## src/rtl/mult_requester_pkg.sv

```systemverilog
// rtl/mult_requester_pkg.sv - shared types and constants for the multiplier requester
package mult_requester_pkg;

    localparam int MULT_WIDTH = 4;

    typedef enum logic [1:0] {
        S_IDLE,
        S_RUN,
        S_RESP
    } req_state_t;

    // State encoding of the sequential multiplier core this block drives.
    typedef enum logic [2:0] {
        IDLE,
        COMPUTE_BIT_0,
        COMPUTE_BIT_1,
        COMPUTE_BIT_2,
        COMPUTE_BIT_3,
        END_S
    } estado_t;

endpackage

```

## src/rtl/mult_requester_if.sv

```systemverilog
// rtl/mult_requester_if.sv - upstream request, core en/END and downstream response signals
interface mult_requester_if #(
    parameter int WIDTH = mult_requester_pkg::MULT_WIDTH,
    parameter int CNT_W = 8
);
    logic                 req_valid_i;
    logic                 req_ready_o;
    logic [WIDTH-1:0]     req_a_i;
    logic [WIDTH-1:0]     req_b_i;
    logic                 mult_en_o;
    logic [WIDTH-1:0]     mult_a_o;
    logic [WIDTH-1:0]     mult_b_o;
    logic                 mult_done_i;
    logic [2*WIDTH-1:0]   mult_p_i;
    logic                 rsp_valid_o;
    logic                 rsp_ready_i;
    logic [2*WIDTH-1:0]   rsp_p_o;
    logic                 rsp_err_o;
    logic [CNT_W-1:0]     ops_cnt_o;

    modport master (
        input  req_valid_i, req_a_i, req_b_i, mult_done_i, mult_p_i, rsp_ready_i,
        output req_ready_o, mult_en_o, mult_a_o, mult_b_o,
               rsp_valid_o, rsp_p_o, rsp_err_o, ops_cnt_o
    );

    modport slave (
        output req_valid_i, req_a_i, req_b_i, mult_done_i, mult_p_i, rsp_ready_i,
        input  req_ready_o, mult_en_o, mult_a_o, mult_b_o,
               rsp_valid_o, rsp_p_o, rsp_err_o, ops_cnt_o
    );
endinterface

```

## src/rtl/mult_req_watchdog.sv

```systemverilog
// rtl/mult_req_watchdog.sv - S_RUN cycle counter, built only with MULT_REQ_TIMEOUT_EN
module mult_req_watchdog #(
    parameter int TIMEOUT_CYC = 15
) (
    input  logic i_clk,
    input  logic i_rst,
    input  logic i_clear,
    input  logic i_cnt_en,
    output logic o_expired
);
    localparam int CW = $clog2(TIMEOUT_CYC + 1);

    logic [CW-1:0] r_cnt;

    always_ff @(posedge i_clk) begin
        if (i_rst || i_clear) begin
            r_cnt <= '0;
        end else if (i_cnt_en) begin
            r_cnt <= r_cnt + CW'(1);
        end
    end

    // Fires during the cycle whose edge brings the count to TIMEOUT_CYC.
    assign o_expired = i_cnt_en && (r_cnt == CW'(TIMEOUT_CYC - 1));
endmodule

```

## src/rtl/mult_requester.sv

```systemverilog
// rtl/mult_requester.sv - en/END initiator for the sequential multiplier; optional MULT_REQ_TIMEOUT_EN
module mult_requester
    import mult_requester_pkg::*;
#(
    parameter int WIDTH = MULT_WIDTH,
    parameter int CNT_W = 8
`ifdef MULT_REQ_TIMEOUT_EN
    ,
    parameter int TIMEOUT_CYC = 15
`endif
) (
    input  logic             clk_i,
    input  logic             rst_i,
    mult_requester_if.master bus
);
    req_state_t           r_state;
    logic                 r_en;
    logic [WIDTH-1:0]     r_a;
    logic [WIDTH-1:0]     r_b;
    logic                 r_valid;
    logic [2*WIDTH-1:0]   r_p;
    logic                 r_err;
    logic [CNT_W-1:0]     r_ops;
    logic                 w_req_ready;
    logic                 w_expired;

    // Never start while the core still sits in END, even if it missed our reset.
    assign w_req_ready = (r_state == S_IDLE) && !bus.mult_done_i;

`ifdef MULT_REQ_TIMEOUT_EN
    mult_req_watchdog #(
        .TIMEOUT_CYC (TIMEOUT_CYC)
    ) u_watchdog (
        .i_clk     (clk_i),
        .i_rst     (rst_i),
        .i_clear   (r_state != S_RUN),
        .i_cnt_en  (r_state == S_RUN),
        .o_expired (w_expired)
    );
`else
    assign w_expired = 1'b0;
`endif

    always_ff @(posedge clk_i) begin
        if (rst_i) begin
            r_state <= S_IDLE;
            r_en    <= 1'b0;
            r_a     <= '0;
            r_b     <= '0;
            r_valid <= 1'b0;
            r_p     <= '0;
            r_err   <= 1'b0;
            r_ops   <= '0;
        end else begin
            case (r_state)
                S_IDLE: begin
                    if (bus.req_valid_i && w_req_ready) begin
                        r_a     <= bus.req_a_i;
                        r_b     <= bus.req_b_i;
                        r_en    <= 1'b1;
                        r_state <= S_RUN;
                    end
                end
                S_RUN: begin
                    // A completing core wins over a simultaneous timeout.
                    if (bus.mult_done_i) begin
                        r_p     <= bus.mult_p_i;
                        r_valid <= 1'b1;
                        r_err   <= 1'b0;
                        r_en    <= 1'b0;
                        r_state <= S_RESP;
                    end else if (w_expired) begin
                        r_p     <= '0;
                        r_valid <= 1'b1;
                        r_err   <= 1'b1;
                        r_en    <= 1'b0;
                        r_state <= S_RESP;
                    end
                end
                S_RESP: begin
                    if (bus.rsp_ready_i) begin
                        r_valid <= 1'b0;
                        r_ops   <= r_ops + CNT_W'(1);
                        r_state <= S_IDLE;
                    end
                end
                default: begin
                    r_en    <= 1'b0;
                    r_valid <= 1'b0;
                    r_state <= S_IDLE;
                end
            endcase
        end
    end

    assign bus.req_ready_o = w_req_ready;
    assign bus.mult_en_o   = r_en;
    assign bus.mult_a_o    = r_a;
    assign bus.mult_b_o    = r_b;
    assign bus.rsp_valid_o = r_valid;
    assign bus.rsp_p_o     = r_p;
    assign bus.rsp_err_o   = r_err;
    assign bus.ops_cnt_o   = r_ops;
endmodule
```

## src/flat_wrapper.sv

```systemverilog
// flat-port wrapper written by rule: the top's interface ports become plain ports
module mult_requester_flat import mult_requester_pkg::*;
#(
    parameter int WIDTH = MULT_WIDTH,
    parameter int CNT_W = 8

)
  (clk_i, rst_i, bus_req_valid_i, bus_req_a_i, bus_req_b_i, bus_mult_done_i, bus_mult_p_i, bus_rsp_ready_i, bus_req_ready_o, bus_mult_en_o, bus_mult_a_o, bus_mult_b_o, bus_rsp_valid_o, bus_rsp_p_o, bus_rsp_err_o, bus_ops_cnt_o);
  mult_requester_if #(.WIDTH(WIDTH), .CNT_W(CNT_W)) bus_i ();
  input  logic clk_i;
  input  logic rst_i;
  input wire logic [$bits(bus_i.req_valid_i)-1:0] bus_req_valid_i;
  input wire logic [$bits(bus_i.req_a_i)-1:0] bus_req_a_i;
  input wire logic [$bits(bus_i.req_b_i)-1:0] bus_req_b_i;
  input wire logic [$bits(bus_i.mult_done_i)-1:0] bus_mult_done_i;
  input wire logic [$bits(bus_i.mult_p_i)-1:0] bus_mult_p_i;
  input wire logic [$bits(bus_i.rsp_ready_i)-1:0] bus_rsp_ready_i;
  output wire logic [$bits(bus_i.req_ready_o)-1:0] bus_req_ready_o;
  output wire logic [$bits(bus_i.mult_en_o)-1:0] bus_mult_en_o;
  output wire logic [$bits(bus_i.mult_a_o)-1:0] bus_mult_a_o;
  output wire logic [$bits(bus_i.mult_b_o)-1:0] bus_mult_b_o;
  output wire logic [$bits(bus_i.rsp_valid_o)-1:0] bus_rsp_valid_o;
  output wire logic [$bits(bus_i.rsp_p_o)-1:0] bus_rsp_p_o;
  output wire logic [$bits(bus_i.rsp_err_o)-1:0] bus_rsp_err_o;
  output wire logic [$bits(bus_i.ops_cnt_o)-1:0] bus_ops_cnt_o;
  assign bus_i.req_valid_i = bus_req_valid_i;
  assign bus_i.req_a_i = bus_req_a_i;
  assign bus_i.req_b_i = bus_req_b_i;
  assign bus_i.mult_done_i = bus_mult_done_i;
  assign bus_i.mult_p_i = bus_mult_p_i;
  assign bus_i.rsp_ready_i = bus_rsp_ready_i;
  assign bus_req_ready_o = bus_i.req_ready_o;
  assign bus_mult_en_o = bus_i.mult_en_o;
  assign bus_mult_a_o = bus_i.mult_a_o;
  assign bus_mult_b_o = bus_i.mult_b_o;
  assign bus_rsp_valid_o = bus_i.rsp_valid_o;
  assign bus_rsp_p_o = bus_i.rsp_p_o;
  assign bus_rsp_err_o = bus_i.rsp_err_o;
  assign bus_ops_cnt_o = bus_i.ops_cnt_o;
  mult_requester #(.WIDTH(WIDTH), .CNT_W(CNT_W)) u_core (.clk_i(clk_i), .rst_i(rst_i), .bus(bus_i));
endmodule
```

## config.mk

```make
export PLATFORM = sky130hd
export DESIGN_NAME = mult_requester_flat
export DESIGN_NICKNAME = d
export VERILOG_FILES = /design/src/rtl/mult_requester_pkg.sv /design/src/rtl/mult_requester_if.sv /design/src/rtl/mult_req_watchdog.sv /design/src/rtl/mult_requester.sv /design/src/flat_wrapper.sv
export SDC_FILE = /design/constraint.sdc
export NUM_CORES = 1
export LEC_CHECK = 0
export CAP_MARGIN = 20
export CORE_MARGIN = 2
export CORE_UTILIZATION = 40
export CTS_CLUSTER_SIZE = 16
export DETAILED_ROUTE_END_ITERATION = 10
export GPL_ROUTABILITY_DRIVEN = 0
export PLACE_DENSITY = 0.89
export SETUP_SLACK_MARGIN = 0.1
export SLEW_MARGIN = 20
export SYNTH_ARGS = -nofsm -noshare
export SYNTH_HDL_FRONTEND = slang
export SYNTH_SLANG_ARGS = --single-unit
```

## constraint.sdc

```tcl
create_clock -name clk_i -period 1.9 [get_ports clk_i]
set_input_delay 0.38 -clock clk_i [delete_from_list [all_inputs] [get_ports clk_i]]
set_output_delay 0.38 -clock clk_i [all_outputs]
set_load 0.01 [all_outputs]
```

# After elaboration in Yosys (flattened, before gate mapping)
# Cells that the tools add are included.
# word_totals
register_bits	28
output_inout_bits	28
# classes
n_addsub	1
n_eq_ne	5
n_mux	10
bitwise_logic	2
n_reduce_logical	10
# op_table
cell	n
3-bit AND reduction	3
8-bit by 1-bit adder with 8-bit output (second input constant)	1
2-bit 2-to-1 mux	3
2-bit inequality test (second input constant)	3
1-bit one-hot mux with 3 select lines	2
2-bit one-hot mux with 3 select lines	1
2-bit AND reduction	3
1-bit 2-to-1 mux	4
2-bit by 1-bit == test with 1-bit output (second input constant)	1
2-bit == test (second input constant)	1
1-bit logical AND	2
2-bit zero test	1
1-bit NOT	2
1-bit zero test	1

# Longest topological paths before layout
# depth
depth_word	5
ltp_mapped	5
depth_no_buf	4

# Least setup slack after synthesis
# No wires, ideal clock.
# synth_timing
path_kind	reg2reg
from	register u_core.r_state[1]
to	register u_core.r_a[1], in the netlist u_core.bus.mult_a_o[1]
arrival_ps	1181
setup_slack_ps	587
stages_incl_launch_ff	6
path_buffers	2
period_less_slack_ps	1313
cell_sequence	dfxtp_1 -> buf_6 -> or4b_1 -> buf_2 -> nand2_1 -> a21oi_1
# synth_between
elab_chain_cells	4
# synth_rtl
item	line_no	rtl
start, declared	mult_requester.sv:16	req_state_t r_state;
start signal, assigned	mult_requester.sv:46	r_state <= S_IDLE;
start signal, assigned	mult_requester.sv:61	r_state <= S_RUN;
start signal, assigned	mult_requester.sv:71	r_state <= S_RESP;
2-bit zero test (*)	mult_requester.sv:28, mult_requester.sv:55	
1-bit logical AND	mult_requester.sv:28	assign w_req_ready = (r_state == S_IDLE) && !bus.mult_done_i;
1-bit logical AND	mult_requester.sv:57	if (bus.req_valid_i && w_req_ready) begin
2-bit AND reduction (no line) (*)	-	
end signal, assigned	mult_requester.sv:58	r_a <= bus.req_a_i;
end, declared	mult_requester.sv:18	logic [WIDTH-1:0] r_a;
# Every way passes the cells marked *; elsewhere a longest branch is shown, timed or not.
# A chain may end at the register's enable or synchronous reset.

# Final worst setup path
# layout_timing
from	register u_core.r_ops[2], in the netlist u_core.bus.ops_cnt_o[2]
to	output port bus_ops_cnt_o[2]
# layout_rtl
item	line_no	rtl
start, declared	mult_requester.sv:23	logic [CNT_W-1:0] r_ops;
start signal, assigned	mult_requester.sv:83	r_ops <= r_ops + CNT_W'(1);
end, declared	flat_wrapper.sv:25	output wire logic [$bits(bus_i.ops_cnt_o)-1:0] bus_ops_cnt_o;
# No word-level cell between the ends.

==> impl_metrics.py <==
metrics = {
    "finish": {
        "seq_area_sq_um": 563,
        "layout-drive-gt1-share_pct": 7.65,
        "antennaDiodeCount": 0,
        "multi_input_area_sq_um": 517,
        "nFillCells": 261,
        "fin_cells": 201,
        "design_area_sq_um": 1650,
        "final_util_pct": 60.8,
        "final_nets": 194,
        "syn_to_final_growth_pct": 46.5,
    },
    "yosys": {
        "synth.top_cell.area_share_pct": 49.8,
        "async_reset_ff_share_pct": 0,
        "synth-seq-cells": 28,
        "ys_warn_count": 0,
        "synth_edf_count": 0,
        "netlist_area_sq_um": 1120,
        "avgSynthCellArea_sq_um": 9.14,
        "synth.most_common_cell": "dfxtp_1",
        "yosys-top-cells-count": "dfxtp_1, nand2_1, a21oi_1",
        "synthCells": 123,
        "synth_cell_types": 27,
        "synth_fp_nets": 145,
        "ys_seq_area_share_pct": 49.8,
        "synth_ff_type": "dfxtp_1",
        "yosys.area.top_type": "dfxtp_1",
        "yosys-top-cells-area": "dfxtp_1, mux2i_1, a21oi_1, nand2_1, nor2_1",
    },
    "routing": {
        "drtIter0Drc": 14,
        "ant_nets": 0,
        "vias": 1038,
        "drt_pass1_iterations": 4,
        "wirelength_microns": 2500,
        "wl_per_cell_microns": 12.4,
        "vias_per_cell": 5.16,
        "drc": 0,
    },
    "place": {
        "io_buffers": 47,
        "place_area_sq_um": 1620,
        "place_ws_ps": -41.0,
        "dpl.hpwl_microns": 1910,
        "placed_cells": 198,
    },
    "global_route": {
        "grt-ovfl-total": 0,
        "grt_pass1_vias": 1012,
        "grt_max_degree": 29,
        "grt.total_usage_pct": 16.3,
        "antenna_found_initial": 0,
        "grt_pass1_wl_microns": 4200,
    },
    "sta": {
        "fmax_mhz": 580,
        "setup_slack_ps": 176,
        "setup-violations-final": 0,
        "final.setup_skew_ps": 5.83,
        "hold_viol": 0,
        "post-route-min-period_ps": 1720,
        "period_share_pct": 90.8,
        "rsz0062_at_grt": "false",
        "final_max_slew_viol_count": 0,
    },
    "pwr": {
        "p_per_area_nw_per_um2": 603,
        "power.leakage_uw": 0.000651,
        "ir_worst_vdd_mv": 0.525,
    },
    "clock_network": {
        "cts_max_path_buffers": 2,
        "worstSkewPairLatency_ps": 320,
        "cts.clk_slew.worst_paths_ps": 140,
        "holdBufCountCts": 0,
        "cts_root_buf": "clkbuf_4",
        "cts_buffers": 3,
        "htree_num_levels": 1,
        "cts.sinks": 28,
        "tritoncts": "built",
    },
    "worst_setup_path": {
        "required_ps": 1520,
        "path_buf_inv": 1,
        "end_kind": "primary output",
        "cp_cell_sequence": "clkdlybuf4s50_1",
        "crit_cells": 1,
        "critical_path_peak_fanout": 4,
        "cp_top_family": "buffers and inverters",
        "arrival_ps": 1340,
        "cp_slowest_cell": "clkdlybuf4s50_1",
        "max_stage_delay_ps": 570,
        "crit_type": "reg -> out",
        "startpoint_type": "flop",
        "worst_r2r_path_depth": 3,
    },
    "run": {
        "cap_violations": 0,
    },
    "run_status": {
        "outcome": "complete, no violations",
    },
    "die": {
        "rows": 19,
        "die_y_microns": 57.0,
        "initial_core_util_pct": 41.5,
        "dieArea_sq_um": 3250,
        "coreArea_sq_um": 2710,
        "pin_count": 49,
        "dieWidth_microns": 57.0,
    },
    "min_path": {
        "hold_depth": 2,
        "holdCritPathClass": "reg -> reg",
    },
}
==> per-layer routing <==
metal	track usage, %	vias to the layer above	share of wire [%]
met1	17.9	479	39
met2	29.4	35	52
li1	-	517	-
met5	0	-	0
met3	4.08	7	6.4
met4	7.64	0	2.1
==> area by class of cell <==
cell class,instances,share of cell area (%)
clock buffers,3,1.37
repair buffers,52,30.8
well taps,31,2.35
multi-input cells,87,31.4
flip-flops and latches,28,34.2
==> power by group <==
group / leakage (uW) / switching [uW] / internal [uW]
logic: 0.000410 / 54.7 / 86.2
registers: 0.000228 / 12.1 / 604
clock network: 0.0000138 / 161 / 74.4
==> per-stage QoR <==
| step | power [uW] | TNS (ps) | hold WS, ps |
|---|---|---|---|
| 4_1_cts | 1010 | 0 | 469 |
| 3_5_place_dp | 773 | -162 | 451 |
| 6_report | 993 | 0 | 466 |
| 3_3_place_gp | 767 | 0 | 442 |
| 5_1_grt | 1040 | 0 | 483 |
| 2_1_floorplan | 685 | 0 | 481 |
==> sequential cells by signal, indices dropped and copies added (netlist names) <==
register and count:
u_core.bus.mult_a_o 4, u_core.bus.rsp_p_o 8, u_core.bus.ops_cnt_o 8, u_core.bus.mult_en_o 1, u_core.bus.mult_b_o 4, u_core.r_state 2
u_core.bus.rsp_valid_o 1
==> cells in the final DEF (no fill, tap or decap), drive strengths merged, types with 2 or more instances in the layout <==
cell and instances:
clkdlybuf4s50 46, dfxtp 28, nand2 19, a21oi 16, nor2 13, mux2i 9
o21ai 6, buf 5, or3 3, clkbuf 3, xor2 2, o31ai 2
or4 2, nand4b 2, nand4 2, nand3b 2
==> logic make-up (layout without fill, tap and decap cells) <==
group / Yosys count / in the layout / synth area share, %
xor gates and xnor gates: 2 / 2 / 1.56
other: 1 / 1 / 0.333
muxes: 9 / 9 / 8.01
DFF: 28 / 28 / 49.8
buffers and inverters: 8 / 55 / 4.23
adders and majority gates: 1 / 1 / 1.11
and+or+nand+nor: 50 / 50 / 23.8
AOI/OAI and AO/OA: 24 / 24 / 11.1
==> worst paths after layout <==
path                                              start                      to  slack, ps
worst min register to register   u_core.bus.mult_b_o[3]  u_core.bus.mult_b_o[3]        470
worst max-delay path            u_core.bus.ops_cnt_o[2]        bus_ops_cnt_o[2]        180
worst min-delay path             u_core.bus.mult_b_o[3]  u_core.bus.mult_b_o[3]        470
worst max register to register        u_core.r_state[1]  u_core.bus.mult_b_o[0]        480
==> what timing repair did <==
item                                    in CTS  in global routing
resized for setup                            3                  0
setup buffers                                0                  0
endpoints found under the setup margin       1                  0
No activity file was read; power rests on OpenSTA's default activity.
